File: src/rtl/fifo_pkg.sv
// Shared constants, pointer type and mod-3 pointer arithmetic for the FIFO read-stream path.
package fifo_pkg;

    localparam int DATA_WIDTH_DEF = 8;
    localparam int BUF_DEPTH      = 3;

    typedef logic [1:0] ptr_t;

    // Pointers walk 0,1,2,0,... because the buffer depth is not a power of two.
    function automatic ptr_t ptr_inc(input ptr_t p);
        ptr_t r;
        if (p == ptr_t'(BUF_DEPTH - 1)) begin
            r = '0;
        end else begin
            r = p + 2'd1;
        end
        return r;
    endfunction

endpackage

File: src/rtl/rd_skid_buf.sv
// Three-entry register buffer with head/tail pointers; head entry is presented combinationally.
module rd_skid_buf
    import fifo_pkg::*;
#(
    parameter int DATA_WIDTH = DATA_WIDTH_DEF
) (
    input  logic                  clk,
    input  logic                  rst,
    input  logic                  clear,
    input  logic                  push,
    input  logic [DATA_WIDTH-1:0] push_data,
    input  logic                  pop,
    output logic [DATA_WIDTH-1:0] head_data,
    output logic [1:0]            level
);

    logic [DATA_WIDTH-1:0] mem_q [BUF_DEPTH];
    ptr_t                  head_q, head_d;
    ptr_t                  tail_q, tail_d;
    logic [1:0]            level_q, level_d;

    always_comb begin
        head_d  = head_q;
        tail_d  = tail_q;
        level_d = level_q;
        if (clear) begin
            head_d  = '0;
            tail_d  = '0;
            level_d = '0;
        end else begin
            if (push) begin
                tail_d = ptr_inc(tail_q);
            end
            if (pop) begin
                head_d = ptr_inc(head_q);
            end
            // Push and pop together leave the level unchanged.
            case ({push, pop})
                2'b10:   level_d = level_q + 2'd1;
                2'b01:   level_d = level_q - 2'd1;
                default: level_d = level_q;
            endcase
        end
    end

    always_ff @(posedge clk) begin
        if (rst) begin
            head_q  <= '0;
            tail_q  <= '0;
            level_q <= '0;
        end else begin
            head_q  <= head_d;
            tail_q  <= tail_d;
            level_q <= level_d;
        end
    end

    genvar gi;
    generate
        for (gi = 0; gi < BUF_DEPTH; gi++) begin : g_entry
            always_ff @(posedge clk) begin
                if (rst) begin
                    mem_q[gi] <= '0;
                end else if (push && !clear && (tail_q == ptr_t'(gi))) begin
                    mem_q[gi] <= push_data;
                end
            end
        end
    endgenerate

    assign head_data = mem_q[head_q];
    assign level     = level_q;

endmodule

File: src/rtl/fifo_rd_stream.sv
// Pulls words from the fifo block and re-presents them as a valid/ready stream through a 3-deep buffer.
module fifo_rd_stream
    import fifo_pkg::*;
#(
    parameter int DATA_WIDTH = DATA_WIDTH_DEF,
    parameter int CNT_WIDTH  = 16
) (
    input  logic                  clk,
    input  logic                  rst,
    input  logic                  fifo_empty,
    input  logic [DATA_WIDTH-1:0] fifo_data_out,
    output logic                  fifo_rd_en,
    output logic                  m_valid,
    output logic [DATA_WIDTH-1:0] m_data,
    input  logic                  m_ready,
    input  logic                  flush,
    output logic [1:0]            buf_level,
    output logic [CNT_WIDTH-1:0]  words_out
);

    logic                 inflight_q;
    logic [CNT_WIDTH-1:0] words_q, words_d;
    logic [1:0]           level;
    logic [2:0]           pending;
    logic                 push;
    logic                 xfer;

    // Issue only from registered state so m_ready never reaches fifo_rd_en.
    assign pending    = {1'b0, level} + {2'b00, inflight_q};
    assign fifo_rd_en = !rst && !flush && !fifo_empty && (pending < 3'(BUF_DEPTH));

    assign m_valid = (level != 2'd0);
    assign push    = inflight_q && !flush;
    assign xfer    = m_valid && m_ready && !flush;
    assign words_d = xfer ? words_q + 1'b1 : words_q;

    always_ff @(posedge clk) begin
        if (rst) begin
            inflight_q <= 1'b0;
            words_q    <= '0;
        end else begin
            inflight_q <= fifo_rd_en;
            words_q    <= words_d;
        end
    end

    rd_skid_buf #(
        .DATA_WIDTH(DATA_WIDTH)
    ) u_buf (
        .clk       (clk),
        .rst       (rst),
        .clear     (flush),
        .push      (push),
        .push_data (fifo_data_out),
        .pop       (xfer),
        .head_data (m_data),
        .level     (level)
    );

    assign buf_level = level;
    assign words_out = words_q;

endmodule

File: config.mk
export PLATFORM = sky130hd
export DESIGN_NAME = fifo_rd_stream
export DESIGN_NICKNAME = d
export VERILOG_FILES = /design/src/rtl/fifo_pkg.sv /design/src/rtl/rd_skid_buf.sv /design/src/rtl/fifo_rd_stream.sv
export SDC_FILE = /design/constraint.sdc
export NUM_CORES = 1
export LEC_CHECK = 0
export CELL_PAD_IN_SITES_DETAIL_PLACEMENT = 2
export CELL_PAD_IN_SITES_GLOBAL_PLACEMENT = 2
export CORE_MARGIN = 2
export CORE_UTILIZATION = 33
export DETAILED_ROUTE_END_ITERATION = 12
export PLACE_DENSITY_LB_ADDON = 0.1
export REMOVE_ABC_BUFFERS = 1
export SYNTH_ARGS = -nofsm -noshare
export SYNTH_HDL_FRONTEND = slang
export SYNTH_SLANG_ARGS = --single-unit
File: constraint.sdc
create_clock -name clk -period 1.9 [get_ports clk]
set_input_delay 0.19 -clock clk [delete_from_list [all_inputs] [get_ports clk]]
set_output_delay 0.19 -clock clk [all_outputs]
set_load 0.02 [all_outputs]
# Word-level counts from Yosys, hierarchy flattened
# Memory sizes are Yosys's and may differ from the RTL's. A register that Yosys moved wholly into a read port is not among the register bits.
# Cells that the tools add are included.
# classes
n_addsub,6
order_cmp,1
eq_ne,5
n_mux,19
n_bitwise,3
n_reduce_logical,17
# op_table
operator,count
8-bit two-way mux,3
"16-bit by 1-bit adder with 16-bit output, second input constant",1
1-bit two-way mux,11
1-bit logical AND,10
2-bit two-way mux,4
"2-bit by 1-bit adder with 2-bit output, second input constant",3
"2-bit == test, second input constant",3
"2-bit by 1-bit == test with 1-bit output, second input constant",2
2-bit one-hot mux with 2 select lines,1
2-bit nonzero test,2
2-bit by 1-bit adder with 3-bit output,1
1-bit logical NOT,3
"3-bit by 2-bit < comparator with 1-bit output, second input constant",1
1-bit OR,3
2-bit logical NOT,1
2-bit OR reduction,1
"2-bit by 1-bit subtractor with 2-bit output, second input constant",1
# totals
ff_bits,23
mem_bits_rw,24
inputBits,13
output_inout_bits,28
wordCells,57
n_memories,1
# mem_list
name,words,word_bits,rd,rd_ports_with_merged_regs,write_ports,line,text
u_buf.mem_q,3,8,1,1,3,rd_skid_buf.sv:17,logic [DATA_WIDTH-1:0] mem_q [BUF_DEPTH];

# Longest topological paths before layout
# Gate-level depths: netlist of the first run.
# logic_depth
depth_word,8
depth_mapped,7

# Hierarchy
# Synthesis of the first run repeated with hierarchy kept, for this count alone.
# unflattened
cells_unflattened,218
hier_area_um2,2194.6
# modules_own_cells
mod,instances,cells_each,area_per_inst_um2
rd_skid_buf,1,121,1363.8
fifo_rd_stream,1,97,830.8

# Least setup slack after synthesis of the first run
# No wires, ideal clock.
# synth_timing
kind,flip-flop to output port
from,"register u_buf.level_q[0], in the netlist u_buf.level[0]"
to,output port fifo_rd_en
t_arrival_ps,2037
required_ps,1710
setup_slack_ps,-327
stages_incl_launch_ff,4
n_path_buf,0
path_cell_list,dfxtp_1 ha_1 ha_1 a2111oi_0
# synth_via
elab_chain_cells,3
# synth_lines
element,line,text
from (decl),rd_skid_buf.sv:20,"logic [1:0] level_q, level_d;"
from (signal assigned),rd_skid_buf.sv:54,level_q <= level_d;
2-bit by 1-bit adder with 3-bit output,fifo_rd_stream.sv:29,"assign pending = {1'b0, level} + {2'b00, inflight_q};"
3-bit by 2-bit < comparator with 1-bit output,fifo_rd_stream.sv:30,assign fifo_rd_en = !rst && !flush && !fifo_empty && (pending < 3'(BUF_DEPTH));
1-bit logical AND,fifo_rd_stream.sv:30,
to (decl),fifo_rd_stream.sv:12,"output logic fifo_rd_en,"
# No other way between the ends.

==> flow_summary_export.csv, run 1 <==
group,metric,value,unit
run_status,status,"finished, final reports clean",
routing,avgViaCountPerCell,4.98,
cells_and_area,final_util,47.3,%
critical_path,worstPathBufferInverterCount,1,
global_route,grt_max_degree,23,
critical_path,arrival,1.63,ns
clock_network,insertion_delay,0.31,ns
synthesis,synth-edff-count,24,
synthesis,ys_warn_count,0,
synthesis,ys_seq_area_share,55.7,%
routing,ant_nets,0,
cells_and_area,final_cells,346,
power,total_power,2.02,mW
clock_network,cts-buffers-inserted,5,
synthesis,yosys.area.top_type_share,32.9,%
global_route,track_usage,17.4,%
cells_and_area,drive_gt1_share,16.0,%
placement,dp_cells,338,
floorplan,coreArea,0.00639,mm^2
synthesis,netlist_top_cells_count,"25 x dfxtp_1, 24 x and2_1, 24 x edfxtp_1, 16 x o21ai_0, 15 x nor2_1",
synthesis,synth.most_common_cell,"dfxtp_1",
critical_path,r2r-start,"u_buf.level[1]$_SDFFE_PP0P_",
clock_network,root_buffer,"clkbuf_8",
timing,hold_viol,0,
routing,wire_per_inst,17.5,um
floorplan,dieArea,0.00731,mm^2
clock_network,clk_pin_slew,0.10,ns
critical_path,reg2reg_slack,0.14,ns
floorplan,ios,41,
global_route,grt_pass1_wl,9.87,mm
critical_path,path_max_fanout,8,
timing,rsz0062_at_grt,"false",
synthesis,synth_top_cell_by_area,"edfxtp_1",
routing,first_pass_iters,4,
clock_network,cts_tree,"done",
timing,finalSetupViolCount,0,
global_route,gr-total-overflow,0,
critical_path,cp-end-kind,"output port",
critical_path,crit_required,1.71,ns
clock_network,post_cts_buffers,0,
critical_path,cp_slowest_stage_delay,0.62,ns
routing,drcViolationCount,0,
routing,drt-total-wl,6.05,mm
placement,hpwl,4.31,mm
critical_path,critPathTopFamily,"buffers and inverters",
clock_network,clock_path_buffers,2,
timing,worst_pin_slew,0.443,ns
cells_and_area,multi_input_area,975,um^2
timing,post-route-period-util,95.6,%
critical_path,crit_chain,"mux2i_1, o21ai_0, clkdlybuf4s50_1",
critical_path,crit_type,"reg -> out",
global_route,antenna_found_initial,0,
timing,max_freq,551,MHz
synthesis,synthFlopType,"dfxtp_1",
synthesis,synth_area,0.00219,mm^2
critical_path,r2r_end,"words_out[9]$_SDFFE_PP0P_",
critical_path,start_kind,"flip-flop",
power,irDropWorstVdd,0.271,mV
placement,gp_congestion,0.695,
floorplan,core.rowCount,29,
synthesis,yosysUniqueCellTypes,31,
cells_and_area,antenna_cells,0,
timing,drv_slew,0,
floorplan,initial_utilization,34.3,%
synthesis,synth.avg_cell_area,10.5,um^2
timing,fin_crit,1.82,ns
cells_and_area,syn2layout_area_growth,38.0,%
floorplan,dieHeight,85.5,um
placement,pre_cts_slack,-0.351,ns
timing,finalClockSkew,0.00709,ns
critical_path,r2r_cells,6,
cells_and_area,final_nets,285,
timing,max_slew_margin,70.3,%
critical_path,slowest_stage,"clkdlybuf4s50_1",
cells_and_area,regArea,0.00123,mm^2
synthesis,synth_area_leaders,"edfxtp_1 33%, dfxtp_1 23%, and2_1 6.9%, mux2i_1 4.6%, o21ai_0 3.7%",
clock_network,h-tree-depth,2,
critical_path,worstSetupEndpoint,"m_data[6]",
clock_network,cts_sinks,49,
critical_path,worst-path-stages,3,
synthesis,ys_async_sr_fraction,0,%
global_route,grt_pass1_vias,1934,
synthesis,ys_ff_latch,49,
power,power_leakage,1.09,nW
power,p_per_area,668,mW/mm^2
timing,tns,0,ns
floorplan,die-width,85.5,um
synthesis,synth_cells,208,
placement,portBuffers,40,
cells_and_area,nFillCells,691,
timing,setup_ws,0.0839,ns
worst_hold_path,hold_path_class,"reg -> reg",
flow_run,drv_cap,0,
routing,drtIter0Drc,49,
routing,dr_total_vias,1724,
-- state kept, by name (all words and copies together), names as in the netlist, named ones only --
signal,flops
inflight_q,1
u_buf.level,2
u_buf.head_q,2
u_buf.tail_q,2
words_out,16
u_buf.mem_q,24
-- through the flow --
stage                     instance area (um^2)  hold slack (ns)
final                                     3020            0.513
after global routing                      3020            0.557
after CTS                                 2970            0.458
after detailed placement                  2850            0.508
after global placement                    2850            0.473
after floorplan                           2150            0.259
-- power breakdown --
part           total [mW]  internal [mW]  switching [mW]  leakage, nW
combinational       0.144         0.0717          0.0724        0.582
sequential           1.13           1.12         0.00800        0.451
clock               0.742          0.376           0.367       0.0556
total                2.02           1.57           0.447         1.09
-- logic make-up after synthesis --
group / count (synthesis) / synth area share [%]
adders and majority gates: 4 / 2.28
muxes: 10 / 4.57
and+or+nand+nor: 89 / 22.8
buffers and inverters: 12 / 2.11
xor gates and xnor gates: 9 / 3.60
DFF: 49 / 55.7
AOI/OAI and AO/OA: 35 / 8.91
-- worst reg2reg max path, delay by kind of cell, from the launching register on --
kind                   cells  cell delay (ns)
and+or+nand+nor            3             0.84
DFF                        1             0.38
AOI/OAI and AO/OA          1             0.15
buffers and inverters      2             0.34
-- what timing repair did --
item                                    CTS  global route
endpoints found under the setup margin   11            16
pin swaps                                 0             0
gates cloned                              0             0
resized for setup                        11            12
hold buffers                              0             0
-- area by class of cell --
cell class,instances,share of cell area (%)
timing repair buffer,63,20.0
sequential,49,40.6
tap,77,3.19
clock buffer,7,3.56
multi-input combinational,147,32.2
clock inverter,1,0.248
inverter,2,0.248
-- worst min path at each step --
stage / start / slack, ns / to / cells past startpoint
after global routing: words_out[13]$_SDFFE_PP0P_ / 0.56 / words_out[13]$_SDFFE_PP0P_ / 2
final: words_out[15]$_SDFFE_PP0P_ / 0.51 / words_out[15]$_SDFFE_PP0P_ / 2
after global placement: words_out[15]$_SDFFE_PP0P_ / 0.47 / words_out[15]$_SDFFE_PP0P_ / 2
after detailed placement: words_out[15]$_SDFFE_PP0P_ / 0.51 / words_out[15]$_SDFFE_PP0P_ / 2
after CTS: fifo_empty / 0.46 / inflight_q$_SDFF_PP0_ / 2
after floorplan: rst / 0.26 / words_out[10]$_SDFFE_PP0P_ / 1
-- metal layers --
| metal | vias to the layer above | global-route usage [%] | routed length (um) |
|---|---|---|---|
| met4 | 0 | 4.76 | 70 |
| met1 | 834 | 22.0 | 2700 |
| li1 | 861 | - | - |
| met2 | 21 | 31.0 | 3160 |
| met3 | 8 | 2.63 | 120 |
| met5 | - | 0 | 0 |
-- cells in the final DEF, fill, tap and decap left out, drive strengths merged, types with 5 or more instances in the layout --
master         netlist  routed
edfxtp              24      24
and2                24      24
mux2i               10      10
nand2               14      14
xnor2                7       7
or3                  7       7
buf                  1      24
clkdlybuf4s50        0      33
nor2                15      15
clkbuf               9       7
or4                  5       5
o21ai               16      16
nand2b               5       5
dfxtp               25      25
a21oi               12      12
No activity file was read; power rests on OpenSTA's default activity.
==> run 2, diff against run 1 <==
Settings changed: CORE_MARGIN 2 to default, SLEW_MARGIN from default to 10.
==> run 2 against run 1 <==
Compared with the run above:
- highest routed layer unchanged
- die area decreased by 4.6%
- sequential share of layout area rose by 0.19 points
- combinational power shrank 3%
- worst hold slack got worse by 0.034 ns
- total power decreased by 5.7%
- clock-buffer cell count decreased by 1
==> flow_summary_export.csv, run 2 (same netlist as run 1, synthesis figures left out) <==
group,metric,value,unit
run_status,status,"finished, final reports clean",
cells_and_area,regArea,0.00123,mm^2
clock_network,cts-buffers-inserted,5,
timing,finalClockSkew,0.00672,ns
timing,max_slew_margin,69.6,%
critical_path,crit_required,2.14,ns
cells_and_area,nFillCells,681,
clock_network,clock_path_buffers,2,
routing,dr_total_vias,1817,
cells_and_area,antenna_cells,0,
floorplan,core.rowCount,29,
critical_path,path_max_fanout,8,
power,irDropWorstVdd,0.329,mV
timing,post-route-period-util,95.8,%
placement,pre_cts_slack,-0.369,ns
routing,drtIter0Drc,78,
cells_and_area,final_cells,349,
cells_and_area,syn2layout_area_growth,37.4,%
clock_network,cts.repair.resized,12,
placement,portBuffers,40,
floorplan,ios,41,
critical_path,start_kind,"flip-flop",
timing,max_freq,549,MHz
floorplan,dieHeight,83.5,um
global_route,track_usage,18.2,%
timing,worst_pin_slew,0.454,ns
critical_path,cp-end-kind,"flip-flop",
critical_path,crit_start,"u_buf.level[1]$_SDFFE_PP0P_",
timing,drv_slew,0,
floorplan,coreArea,0.00639,mm^2
placement,gp_congestion,0.715,
critical_path,r2r-start,"u_buf.level[1]$_SDFFE_PP0P_",
clock_network,cts_sinks,49,
cells_and_area,final_nets,288,
floorplan,initial_utilization,34.3,%
routing,drcViolationCount,0,
global_route,grt_max_degree,23,
routing,drt-total-wl,5.87,mm
routing,ant_nets,0,
floorplan,die-width,83.5,um
clock_network,clk_pin_slew,0.10,ns
global_route,grt_pass1_wl,9.88,mm
cells_and_area,multi_input_area,965,um^2
cells_and_area,largest_reg_flops,24,
timing,hold_viol,0,
global_route,gr-total-overflow,0,
flow_run,drv_cap,0,
critical_path,r2r_cells,5,
routing,wire_per_inst,16.8,um
worst_hold_path,hold_path_class,"in -> reg",
timing,fin_crit,1.82,ns
clock_network,hold_buffers,0,
critical_path,arrival,2.06,ns
clock_network,h-tree-depth,2,
critical_path,worstSetupEndpoint,"words_out[15]$_SDFFE_PP0P_",
routing,avgViaCountPerCell,5.21,
global_route,grt_pass1_vias,1975,
cells_and_area,final_common_cell,"clkdlybuf4s50_1",
floorplan,dieArea,0.00697,mm^2
clock_network,root_buffer,"clkbuf_8",
critical_path,crit_type,"reg -> reg",
clock_network,insertion_delay,0.31,ns
timing,tns,0,ns
timing,finalSetupViolCount,0,
clock_network,post_cts_buffers,0,
critical_path,r2r_end,"words_out[15]$_SDFFE_PP0P_",
timing,setup_ws,0.0797,ns
cells_and_area,most-common-layout-cells,"30 x clkdlybuf4s50_1, 24 x and2_1, 24 x buf_4, 24 x edfxtp_1, 23 x dfxtp_1",
global_route,antenna_found_initial,0,
power,power_leakage,1.11,nW
routing,first_pass_iters,4,
placement,dp_cells,341,
worst_hold_path,worstHoldStart,"fifo_empty",
critical_path,reg2reg_slack,0.08,ns
clock_network,cts_tree,"done",
power,p_per_area,633,mW/mm^2
cells_and_area,top_register,"u_buf.mem_q",
cells_and_area,drive_gt1_share,16.5,%
placement,hpwl,4.20,mm
-- run 2: cell count changes in the layout (fill, tap and decap cells not counted), sizes merged --
| cell | previous run | this run |
|---|---|---|
| buf | 24 | 27 |
| clkbuf | 7 | 6 |
| clkdlybuf4s50 | 33 | 30 |
| clkinvlp | 1 | 2 |
| dlygate4sd2 | 2 | 3 |
| dlymetal6s2s | 4 | 6 |
-- run 2: worst max-delay path: stages, from the launching register on --
cell and delay, ns:
dfxtp_1 0.40, buf_4 0.17, nor2_4 0.06, or3_4 0.43, or4_1 0.53, a21oi_1 0.17
-- run 2: per-layer routing --
layer	global-route usage (%)	share of wire (%)	up-vias
met5	0	0	-
met3	3.56	2.9	5
met2	31.4	49	29
met4	5.08	1.2	0
met1	23.3	47	914
li1	-	-	869
-- run 2: area by class of cell --
| class | count | share of cell area (%) |
|---|---|---|
| Sequential cell | 49 | 40.7 |
| Tap cell | 77 | 3.20 |
| Timing Repair Buffer | 66 | 20.8 |
| Clock inverter | 2 | 0.499 |
| Multi-Input combinational cell | 147 | 32.1 |
| Clock buffer | 6 | 2.41 |
| Inverter | 2 | 0.249 |
-- run 2: worst min path at each step --
stage                                       to  cells past startpoint
global placement    words_out[15]$_SDFFE_PP0P_                      2
global route             inflight_q$_SDFF_PP0_                      2
detailed placement  words_out[10]$_SDFFE_PP0P_                      2
CTS                      inflight_q$_SDFF_PP0_                      2
floorplan           words_out[10]$_SDFFE_PP0P_                      1
finish                   inflight_q$_SDFF_PP0_                      2
-- run 2: metrics by stage --
| step | cell area (um^2) | util, % | hold slack [ns] | power [mW] |
|---|---|---|---|---|
| 2_1_floorplan | 2150 | - | 0.259 | 1.20 |
| 3_3_place_gp | 2870 | 44.9 | 0.466 | 1.30 |
| 3_5_place_dp | 2870 | 44.9 | 0.502 | 1.30 |
| 5_1_grt | 3010 | 47.1 | 0.486 | 1.98 |
| 6_report | 3010 | 47.1 | 0.479 | 1.90 |
| 4_1_cts | 2960 | 46.4 | 0.449 | 1.92 |
-- run 2: power breakdown --
group / internal [mW] / total (mW) / switching, mW
combinational: 0.0692 / 0.139 / 0.0701
sequential: 1.12 / 1.13 / 0.00750
clock: 0.260 / 0.633 / 0.373
total: 1.45 / 1.90 / 0.450
==> run 3, diff against run 2 <==
Settings changed: CORE_UTILIZATION 33 to 34, CTS_BUF_LIST from default to sky130_fd_sc_hd__clkbuf_8.
==> run 3 against run 2 <==
Compared with the run above:
- first-iteration DRC count down 35%
- largest power group unchanged
- sequential share of layout area up 0.72 points
- sequential cell count unchanged
- utilization up 1.6 points
- clock skew up 0.0019 ns
- worst hold slack better by 0.032 ns
- global-route usage up 0.73 points
- largest cell class unchanged
- sequential power about the same
- clock power down 3.5%
- non-clock buffer count down 4
==> flow_summary_export.csv, run 3 (same netlist as run 1, synthesis figures left out) <==
group,metric,value,unit
power,clkPwrFrac,32.5,%
cells_and_area,final_nets,284,
critical_path,r2r_cells,5,
cells_and_area,largest_reg_flops,24,
routing,drtIter0Drc,51,
timing,finalClockSkew,0.00858,ns
global_route,gr-total-overflow,0,
worst_hold_path,hold_path_class,"reg -> reg",
timing,setup_ws,0.0937,ns
floorplan,die-width,82.3,um
critical_path,cp_slowest_stage_delay,0.33,ns
global_route,antenna_found_initial,0,
critical_path,path_max_fanout,2,
floorplan,initial_utilization,36.1,%
critical_path,start_kind,"flip-flop",
floorplan,dieHeight,82.3,um
critical_path,r2r-start,"words_out[0]$_SDFFE_PP0P_",
routing,first_pass_iters,3,
flow_run,drv_cap,0,
routing,drcViolationCount,0,
cells_and_area,top_register,"u_buf.mem_q",
routing,wire_per_inst,16.7,um
timing,post-route-period-util,95.1,%
clock_network,cts-buffers-inserted,5,
routing,ant_nets,0,
critical_path,crit_top_cell,"ha_1",
clock_network,clk_pin_slew,0.09,ns
global_route,grt_pass1_wl,9.34,mm
clock_network,h-tree-depth,2,
placement,gp_congestion,0.706,
power,p_comb_share,7.3,%
routing,dr_total_vias,1778,
worst_hold_path,worstHoldStart,"words_out[14]$_SDFFE_PP0P_",
floorplan,core.rowCount,28,
cells_and_area,drive_gt1_share,14.6,%
timing,fin_crit,1.81,ns
placement,hpwl,4.11,mm
routing,avgViaCountPerCell,5.18,
power,swShare,23.1,%
critical_path,crit_chain,"ha_1, ha_1, a2111oi_4, buf_4",
power,power_leakage,1.09,nW
floorplan,ios,41,
timing,worst_pin_slew,0.397,ns
run_status,status,"finished, final reports clean",
cells_and_area,most-common-layout-cells,"30 x clkdlybuf4s50_1, 24 x and2_1, 24 x dfxtp_1, 24 x edfxtp_1, 22 x buf_4",
critical_path,arrival,1.62,ns
worst_hold_path,hold-path-cell-count,2,
clock_network,hold_buffers,0,
placement,portBuffers,40,
cells_and_area,nFillCells,637,
global_route,grt_pass1_vias,1928,
global_route,grt_max_degree,23,
critical_path,reg2reg_slack,0.15,ns
clock_network,cts_tree,"done",
floorplan,coreArea,0.00606,mm^2
cells_and_area,final_common_cell,"clkdlybuf4s50_1",
worst_hold_path,whs_endpoint,"words_out[14]$_SDFFE_PP0P_",
power,irDropWorstVdd,0.391,mV
clock_network,clock_path_buffers,2,
clock_network,root_buffer,"clkbuf_8",
timing,drv_slew,0,
clock_network,post_cts_buffers,0,
cells_and_area,final_util,48.7,%
clock_network,cts_sinks,49,
timing,rsz0062_at_grt,"false",
clock_network,insertion_delay,0.31,ns
placement,pre_cts_slack,-0.318,ns
power,pwr-share-seq,60.2,%
cells_and_area,final_cells,343,
timing,max_slew_margin,73.2,%
critical_path,crit_required,1.71,ns
routing,drt-total-wl,5.73,mm
floorplan,dieArea,0.00677,mm^2
critical_path,cp-end-kind,"output port",
cells_and_area,syn2layout_area_growth,34.8,%
timing,max_freq,554,MHz
power,power_switching,435,uW
critical_path,r2r_end,"words_out[14]$_SDFFE_PP0P_",
critical_path,slowest_stage,"dfxtp_1",
placement,dp_cells,335,
timing,hold_viol,0,
cells_and_area,antenna_cells,0,
critical_path,crit_type,"reg -> out",
cells_and_area,fin_area,0.00295,mm^2
placement,placed_area,0.00282,mm^2
timing,finalSetupViolCount,0,
global_route,track_usage,18.9,%
power,intPower,1.45,mW
power,p_per_area,637,mW/mm^2
-- run 3: worst max path at each step --
stage	from	to	slack (ns)	cells after the start
final	u_buf.level[0]$_SDFFE_PP0P_	fifo_rd_en	0.09	4
after global routing	u_buf.level[0]$_SDFFE_PP0P_	fifo_rd_en	0.01	4
after CTS	u_buf.level[0]$_SDFFE_PP0P_	fifo_rd_en	0.0006	4
after detailed placement	rst	fifo_rd_en	-0.32	4
after global placement	rst	fifo_rd_en	-0.28	4
after floorplan	u_buf.level[0]$_SDFFE_PP0P_	fifo_rd_en	-0.33	3
-- run 3: area by class of cell --
type | count | area, um^2 | share of cell area (%)
clock inverter | 3 | 17.5 | 0.593
sequential | 49 | 1220 | 41.5
multi-input combinational | 147 | 955 | 32.3
clock buffer | 5 | 68.8 | 2.33
tap | 75 | 93.8 | 3.18
timing repair buffer | 62 | 587 | 19.9
inverter | 2 | 7.51 | 0.254
-- run 3: worst max-delay path: cells and delay by family, from the launching register on --
family                     cells  cell delay (ns)
DFF                            1             0.33
buffers and inverters          1             0.19
AOI/OAI and AO/OA              1             0.29
adders and majority gates      2             0.50
-- run 3: power by group through the flow --
stage                     clock network, mW  registers (mW)  logic [mW]
after floorplan                           0            1.16      0.0456
after global routing                  0.664            1.13       0.149
after global placement                    0            1.16       0.135
after CTS                             0.637            1.13       0.137
final                                 0.611            1.13       0.137
after detailed placement                  0            1.16       0.138
-- run 3: metal layers --
metal,GRT usage (%),up-vias,part of all wire [%]
met4,5.79,0,1.0
met1,20.7,883,42
met2,36.2,31,54
li1,-,859,-
met5,0,-,0
met3,3.96,5,3.1
-- run 3: per-stage QoR --
step | power, mW | hold slack, ns | setup TNS [ns]
floorplan | 1.20 | 0.259 | -0.360
global placement | 1.29 | 0.465 | -0.772
detailed placement | 1.30 | 0.506 | -1.28
CTS | 1.91 | 0.452 | 0
global route | 1.95 | 0.545 | 0
finish | 1.88 | 0.511 | 0
-- run 3: timing repair --
action                     in CTS  in global routing
hold endpoints to repair        0                  0
setup endpoints to repair      10                 11
gates resized for setup        11                 11
